File: config.mk
export PLATFORM = sky130hd
export DESIGN_NAME = cp0_ctrl
export DESIGN_NICKNAME = d
export VERILOG_FILES = /design/src/rtl/cp0_ctrl.sv
export SDC_FILE = /design/constraint.sdc
export NUM_CORES = 1
export LEC_CHECK = 0
export ABC_CLOCK_PERIOD_IN_PS = 2900
export CAP_MARGIN = 20
export CORE_UTILIZATION = 39
export CTS_CLUSTER_DIAMETER = 50
export DETAILED_ROUTE_END_ITERATION = 10
export GPL_TIMING_DRIVEN = 0
export PLACE_DENSITY = 0.82
export RECOVER_POWER = 25
export REMOVE_ABC_BUFFERS = 1
export SETUP_SLACK_MARGIN = 0.2
export SLEW_MARGIN = 10
export SYNTH_ARGS = -nofsm -noshare
export SYNTH_HDL_FRONTEND = slang
export SYNTH_SLANG_ARGS = --single-unit
File: constraint.sdc
create_clock -name clk -period 2.9 [get_ports clk]
set_input_delay 0.87 -clock clk [delete_from_list [all_inputs] [get_ports clk]]
set_output_delay 0.87 -clock clk [all_outputs]
set_load 0.01 [all_outputs]
File: src/rtl/cp0_ctrl.sv
// cp0_ctrl: MIPS system control coprocessor (SR, Cause, EPC, PRId, BadVAddr) at the M stage.
// Defining CP0_TIMER_EN adds the Count/Compare timer, whose TI flag is ORed into line TIMER_LINE.
module cp0_ctrl #(
    parameter int unsigned HW_INT_W   = 6,
    parameter logic [31:0] PRID       = 32'h0000_7700,
    parameter int unsigned TIMER_LINE = 5
) (
    input  logic                clk,
    input  logic                reset,
    input  logic                en,
    input  logic [4:0]          CP0Add,
    input  logic [31:0]         CP0In,
    output logic [31:0]         CP0Out,
    input  logic [31:0]         VPC,
    input  logic                BDIn,
    input  logic [4:0]          ExcCodeIn,
    input  logic [31:0]         BadVAddrIn,
    input  logic [HW_INT_W-1:0] HWInt,
    input  logic                EXLClr,
    output logic [31:0]         EPCOut,
    output logic                Req
);

    localparam logic [4:0] IDX_BADVADDR = 5'd8;
    localparam logic [4:0] IDX_SR       = 5'd12;
    localparam logic [4:0] IDX_CAUSE    = 5'd13;
    localparam logic [4:0] IDX_EPC      = 5'd14;
    localparam logic [4:0] IDX_PRID     = 5'd15;

    logic [HW_INT_W-1:0] im_q, im_d;
    logic [HW_INT_W-1:0] ip_q, ip_d;
    logic                exl_q, exl_d;
    logic                ie_q, ie_d;
    logic                bd_q, bd_d;
    logic [4:0]          exccode_q, exccode_d;
    logic [31:0]         epc_q, epc_d;
    logic [31:0]         badvaddr_q, badvaddr_d;

    logic                ti_s;
    logic [HW_INT_W-1:0] timer_vec_s;
    logic                int_pend_s;
    logic                exc_pend_s;
    logic                req_s;
    logic                mtc0_s;
    logic                addr_exc_s;
    logic [31:0]         sr_s;
    logic [31:0]         cause_s;
    logic [31:0]         rdata_s;

`ifdef CP0_TIMER_EN
    localparam logic [4:0] IDX_COUNT   = 5'd9;
    localparam logic [4:0] IDX_COMPARE = 5'd11;

    logic [31:0] count_q, count_d;
    logic [31:0] compare_q, compare_d;
    logic        ti_q, ti_d;

    assign ti_s = ti_q;
`else
    assign ti_s = 1'b0;
`endif

    // Place the timer flag on its interrupt line; all other lines stay clear.
    always_comb begin
        timer_vec_s             = '0;
        timer_vec_s[TIMER_LINE] = ti_s;
    end

    // Interrupts look at the live lines, not the registered IP view.
    assign int_pend_s = (|((HWInt | timer_vec_s) & im_q)) & ie_q & ~exl_q;
    assign exc_pend_s = (ExcCodeIn != 5'd0) & ~exl_q;
    assign req_s      = int_pend_s | exc_pend_s;
    assign mtc0_s     = en & ~req_s;
    assign addr_exc_s = (ExcCodeIn == 5'd4) | (ExcCodeIn == 5'd5);

    assign Req    = req_s;
    assign EPCOut = epc_q;
    assign CP0Out = rdata_s;

    // Next-state for SR, Cause, EPC and BadVAddr; an exception entry discards the mtc0.
    always_comb begin
        im_d       = im_q;
        ie_d       = ie_q;
        bd_d       = bd_q;
        exccode_d  = exccode_q;
        epc_d      = epc_q;
        badvaddr_d = badvaddr_q;
        ip_d       = HWInt | timer_vec_s;

        if (req_s) begin
            bd_d      = BDIn;
            exccode_d = int_pend_s ? 5'd0 : ExcCodeIn;
            epc_d     = BDIn ? (VPC - 32'd4) : VPC;
            if (!int_pend_s && addr_exc_s) begin
                badvaddr_d = BadVAddrIn;
            end else begin
                badvaddr_d = badvaddr_q;
            end
        end else if (mtc0_s) begin
            case (CP0Add)
                IDX_SR: begin
                    im_d = CP0In[10 +: HW_INT_W];
                    ie_d = CP0In[0];
                end
                IDX_EPC: begin
                    epc_d = CP0In;
                end
                default: begin
                    im_d  = im_q;
                    epc_d = epc_q;
                end
            endcase
        end else begin
            im_d = im_q;
        end

        if (req_s) begin
            exl_d = 1'b1;
        end else if (mtc0_s && (CP0Add == IDX_SR)) begin
            exl_d = CP0In[1];
        end else if (EXLClr) begin
            exl_d = 1'b0;
        end else begin
            exl_d = exl_q;
        end
    end

`ifdef CP0_TIMER_EN
    // Free-running Count with sticky TI; a Compare write clears TI even on a same-cycle match.
    always_comb begin
        count_d   = count_q + 32'd1;
        compare_d = compare_q;
        if (count_q == compare_q) begin
            ti_d = 1'b1;
        end else begin
            ti_d = ti_q;
        end
        if (mtc0_s && (CP0Add == IDX_COUNT)) begin
            count_d = CP0In;
        end else begin
            count_d = count_q + 32'd1;
        end
        if (mtc0_s && (CP0Add == IDX_COMPARE)) begin
            compare_d = CP0In;
            ti_d      = 1'b0;
        end else begin
            compare_d = compare_q;
        end
    end
`endif

    // Read mux; unimplemented bits and unmapped indices return zero.
    always_comb begin
        sr_s                     = 32'd0;
        sr_s[10 +: HW_INT_W]     = im_q;
        sr_s[1]                  = exl_q;
        sr_s[0]                  = ie_q;
        cause_s                  = 32'd0;
        cause_s[31]              = bd_q;
        cause_s[30]              = ti_s;
        cause_s[10 +: HW_INT_W]  = ip_q;
        cause_s[6:2]             = exccode_q;
        case (CP0Add)
            IDX_BADVADDR: rdata_s = badvaddr_q;
            IDX_SR:       rdata_s = sr_s;
            IDX_CAUSE:    rdata_s = cause_s;
            IDX_EPC:      rdata_s = epc_q;
            IDX_PRID:     rdata_s = PRID;
`ifdef CP0_TIMER_EN
            IDX_COUNT:    rdata_s = count_q;
            IDX_COMPARE:  rdata_s = compare_q;
`endif
            default:      rdata_s = 32'd0;
        endcase
    end

    // State registers with synchronous reset.
    always_ff @(posedge clk) begin
        if (reset) begin
            im_q       <= '0;
            ip_q       <= '0;
            exl_q      <= 1'b0;
            ie_q       <= 1'b0;
            bd_q       <= 1'b0;
            exccode_q  <= 5'd0;
            epc_q      <= 32'd0;
            badvaddr_q <= 32'd0;
`ifdef CP0_TIMER_EN
            count_q    <= 32'd0;
            compare_q  <= 32'hFFFF_FFFF;
            ti_q       <= 1'b0;
`endif
        end else begin
            im_q       <= im_d;
            ip_q       <= ip_d;
            exl_q      <= exl_d;
            ie_q       <= ie_d;
            bd_q       <= bd_d;
            exccode_q  <= exccode_d;
            epc_q      <= epc_d;
            badvaddr_q <= badvaddr_d;
`ifdef CP0_TIMER_EN
            count_q    <= count_d;
            compare_q  <= compare_d;
            ti_q       <= ti_d;
`endif
        end
    end

endmodule

# Yosys cells after proc, flatten, opt, wreduce, memory -nomap -nowiden
# Cells that the tools add are included.
# totals
ff_bits	84
input_bits	117
out_inout_bits	65
word_cells	45
# op_classes
add_sub_neg	1
eq_ne	7
mux	9
bitwise_logic	9
n_reduce_logical	11
# op_table
operator	count
$pmux W32 S5	1
$mux W32	4
$sub A32 B3 Y32 const B	1
$eq A5 B4 Y1 const B	5
$eq A5 B3 Y1 const B	2
$and A6 B6 Y6	1
$reduce_or A6 Y1	1
$mux W5	1
$reduce_bool A5 Y1	1
$and A1 B1 Y1	4
$reduce_and A2 Y1	2
$reduce_bool A2 Y1	2
$mux W1	3
$reduce_and A3 Y1	1
$reduce_bool A3 Y1	1
$logic_and A1 B1 Y1	2
$not A1 Y1	2
$or A1 B1 Y1	2
$logic_not A1 Y1	1

# Depth between registers and ports, before layout
# logic_depth
depth_word	10
ltp_mapped	8
ltp_nobuf	7

# Worst setup path before layout
# OpenSTA, ideal clock, no wires.
# synth_path
path_type	input port to output port
from	in HWInt[2]
to	out Req
arrival_time_ns	2.113
required_ns	2.030
setup_slack_ns	-0.083
stages	6
n_path_buf	2
cell_sequence	a22o_1 > o31ai_2 > a31o_2 > buf_2 > inv_2 > clkbuf_1
# synth_via
elab_chain_cells	5
# synth_lines
item	line	source
start, declared	18	input logic [HW_INT_W-1:0] HWInt,
$and A6 B6 Y6	70	assign int_pend_s = (|((HWInt | timer_vec_s) & im_q)) & ie_q & ~exl_q;
$reduce_or A6 Y1	70	
$and A1 B1 Y1 (2 in series)	70	
$or A1 B1 Y1	72	assign req_s = int_pend_s | exc_pend_s;
end, declared	21	output logic Req
# No other way between the ends.

# Final worst setup path
# layout_path
from	in CP0Add[4]
to	out CP0Out[9]
# layout_via
elab_chain_cells	2
elab_cells_between_ends	6
classes_between	eq/ne: 5; mux: 1
# layout_lines
item	line	source
start, declared	11	input logic [4:0] CP0Add,
$eq A5 B4 Y1	163	case (CP0Add)
$pmux W32 S5 *	163	
end, declared	13	output logic [31:0] CP0Out,
# Every way passes the cells marked *; elsewhere a longest branch is shown, timed or not.

==> results.md <==
* DR vias/cell at 5.75
* Die area at 11900 um^2
* Setup violations, final at 48
* Reg area at 1680 um^2
* DIE HEIGHT at 109 um
* Worst-skew pair later-pin latency at 0.33 ns
* Fin. max-slew vios at 87
* CP Launch Type: primary input
* Hold Path Sink: bd_q
* Clock Skew at 0.0136 ns
* P_int at 2280 uW
* Final net count at 833
* Initial antenna violation count at 0
* F_max at 331 MHz
* Leak at 0.00303 uW
* Diodes inserted at 0
* Total power at 3160 uW
* Layout cells sized above 1 at roughly 30%
* Min cycle time layout at 3.02 ns
* Combinational power share at 22.2%
* Hold buffer count at CTS at 0
* H-tree Lvls at 3
* Post-Syn Instances at 494
* FF-to-FF path depth at 8
* Synthesis-to-finish area growth at 74.7%
* Failing checks: max-capacitance violations, max-slew violations, negative setup slack
* Max-Cap Viols at 1
* Hold Path Cell Cnt at 2
* Register area share after synthesis at 37.7%
* EDFF count, synth at 0
* Final worst-path cycle share at 104%
* Total grt overflow at 0
* Sw Share at 27.8%
* Tightest Pin Transition at roughly 1.9 ns
* Max-slew headroom at -27.7%
* Endpoint class of the critical path: output pin
* Hpwl dp at 10100 um
* Status: finished with violations
* Fin Hold WS at 0.461 ns
* Setup WS post-layout at -0.122 ns
* Setup TNS at -2.02 ns
* PD cells at 405 nW/um^2
* Max clock buf depth at 2
* Largest net degree at the start of global routing at 87
* Per-cell routed wire length at 21.1 um
* Critical path class: in2out
* Core box area at 11000 um^2
* Gpl congestion at 0.837
* Design area at between 7000 and 8000 um^2
* CTS tree: built
* Hold Path Class: reg2reg
* Commonest non-fill, non-tap cell in the layout: clkdlybuf4s50_1
* Critical Path AT at 2.15 ns
* Yosys warnings at 0
* Avg Inst Size Synth at 9.04 um^2
* Most frequent cells in the layout: clkdlybuf4s50_1, dfxtp_1, nor2_1, mux2i_1
* WP data required at 2.03 ns
* Total GRT Usage at a little over a quarter
* DR iter-0 viols at 355
* DRT Wirelength at 18200 um
* Global-route wire length before repair at 24700 um
* Vias in the first global route at 4653
* Post-DRT Antenna Nets at 0
* Multi-input combinational cell area at just over 3000 um^2
* Total CTS buffers at 9
* VDD IR-drop max at 0.353 mV
* # IOs at 182
* Root buffer cell: clkbuf_16
* Start point of the worst min-delay path: bd_q
* Die Wd at 109 um
* Via count at 4941
* Critical Path Fanout Max at 3
* Fin. Hold Viols at 0
* Sequential Power Share at roughly two fifths
* Initial cell density of the core at between 40% and 50%
* Ys async rst share at 0%
* Mapped cell area at 4460 um^2
* Synth cell types at 49
* Post-DP Area at 6460 um^2
* Drt first pass iters at 7
* Number of register bits inferred by synthesis at 84
* RR Startpoint: im_q[1]
* Port Buffers at 181
* R2R Setup Slk at 0.46 ns
* Top FF cell, synth: dfxtp_1
* Net switching power at 878 uW
* DP Worst Slack at -1.83 ns
* Num Clock Sinks at 84
* Clock share of power at 37.7%
* Std cell rows at 38
* DR DRC count at 0
* Fillcell total at 824
* Reg clk slew, reported paths at 0.07 ns
* Worst R2R End: badvaddr_q[8]
* Unrepaired setup endpoints after global routing: true
## area by class of cell
cell class	count	share of cell area (%)
Tap cell	140	2.25
Multi-Input combinational cell	361	39.3
Clock inverter	7	0.995
Timing Repair inverter	2	0.225
Timing Repair Buffer	244	32.0
Clock buffer	9	2.89
Inverter	13	0.834
Sequential cell	84	21.6
## worst max-delay path, cell delays in order
cell,delay [ns]
buf_8,0.10
nand4b_1,0.27
buf_4,0.21
buf_6,0.10
buf_6,0.10
buf_6,0.10
buf_6,0.12
o21ai_2,0.13
buf_2,0.15
## synth_stat cells, types with 2 or more instances
| cell | number | area [um^2] |
|---|---|---|
| inv_1 | 12 | 45.0 |
| nor2_1 | 57 | 214 |
| a211oi_1 | 53 | 398 |
| or3_1 | 5 | 31.3 |
| o21ai_0 | 6 | 30.0 |
| nand2b_1 | 14 | 87.6 |
| a221o_1 | 5 | 50.1 |
| or4_4 | 2 | 22.5 |
| nor3_2 | 3 | 30.0 |
| nand3b_1 | 5 | 37.5 |
| nand3_1 | 11 | 55.1 |
| xnor2_1 | 11 | 96.3 |
| or2_2 | 2 | 12.5 |
| buf_2 | 7 | 35.0 |
| a22o_1 | 19 | 166 |
| mux2i_1 | 51 | 510 |
| clkbuf_1 | 29 | 109 |
| xor2_1 | 17 | 149 |
| nor2b_1 | 29 | 181 |
| a21oi_1 | 9 | 45.0 |
| a222oi_1 | 8 | 80.1 |
| nand4b_1 | 3 | 26.3 |
| or4_1 | 3 | 22.5 |
| nor3_1 | 8 | 40.0 |
| dfxtp_1 | 84 | 1680 |
| nor4_4 | 3 | 63.8 |
| nand2_1 | 16 | 60.1 |
## through the flow
step	util [%]	std cells
floorplan	-	457
global placement	57.4	778
detailed placement	58.8	785
CTS	65.9	845
global route	71.0	860
finish	71.0	860
## logic make-up after synthesis
group | Yosys count | share of synthesized area, %
xor gates and xnor gates | 28 | 5.49
DFF | 84 | 37.7
muxes | 51 | 11.4
and+or+nand+nor | 172 | 21.9
AOI/OAI and AO/OA | 108 | 18.9
adders and majority gates | 1 | 0.280
buffers and inverters | 50 | 4.40
## registers in the layout (all words and copies together) (netlist names)
name        flops
im_q            6
ip_q            6
badvaddr_q     32
exccode_q       5
exl_q           1
bd_q            1
EPCOut         32
ie_q            1
## what timing repair did
item,in CTS,in global routing
buffers inserted,37,10
endpoints found under the hold margin,0,0
pin swaps,50,74
gates resized for setup,251,90
setup endpoints to repair,109,63
cloned,7,5
## power groups by stage
| stage | registers, uW | logic [uW] | clock network, uW |
|---|---|---|---|
| global placement | 1280 | 538 | 0 |
| CTS | 1260 | 621 | 1200 |
| global route | 1270 | 737 | 1260 |
| finish | 1270 | 701 | 1190 |
| floorplan | 1290 | 187 | 0 |
| detailed placement | 1290 | 555 | 0 |
## how the worst max path moves through the flow
stage | from | to | slack, ns
6_report | CP0Add[4] | CP0Out[9] | -0.12
3_5_place_dp | HWInt[2] | Req | -1.83
4_1_cts | CP0Add[4] | CP0Out[9] | -0.02
5_1_grt | CP0Add[4] | EPCOut[31] | -0.14
2_1_floorplan | CP0Add[0] | CP0Out[0] | -1.94
3_3_place_gp | CP0Add[0] | CP0Out[31] | -5.35
## routing by layer
layer  share of wire, %  vias to the layer above  GRT usage, %
met4                2.4                        0          9.27
met1                 41                     2402          34.2
met2                 49                      248          46.5
met3                7.3                       35          5.26
met5                  0                        -             0
li1                   -                     2256             -
(Power assumes the default switching activity.)
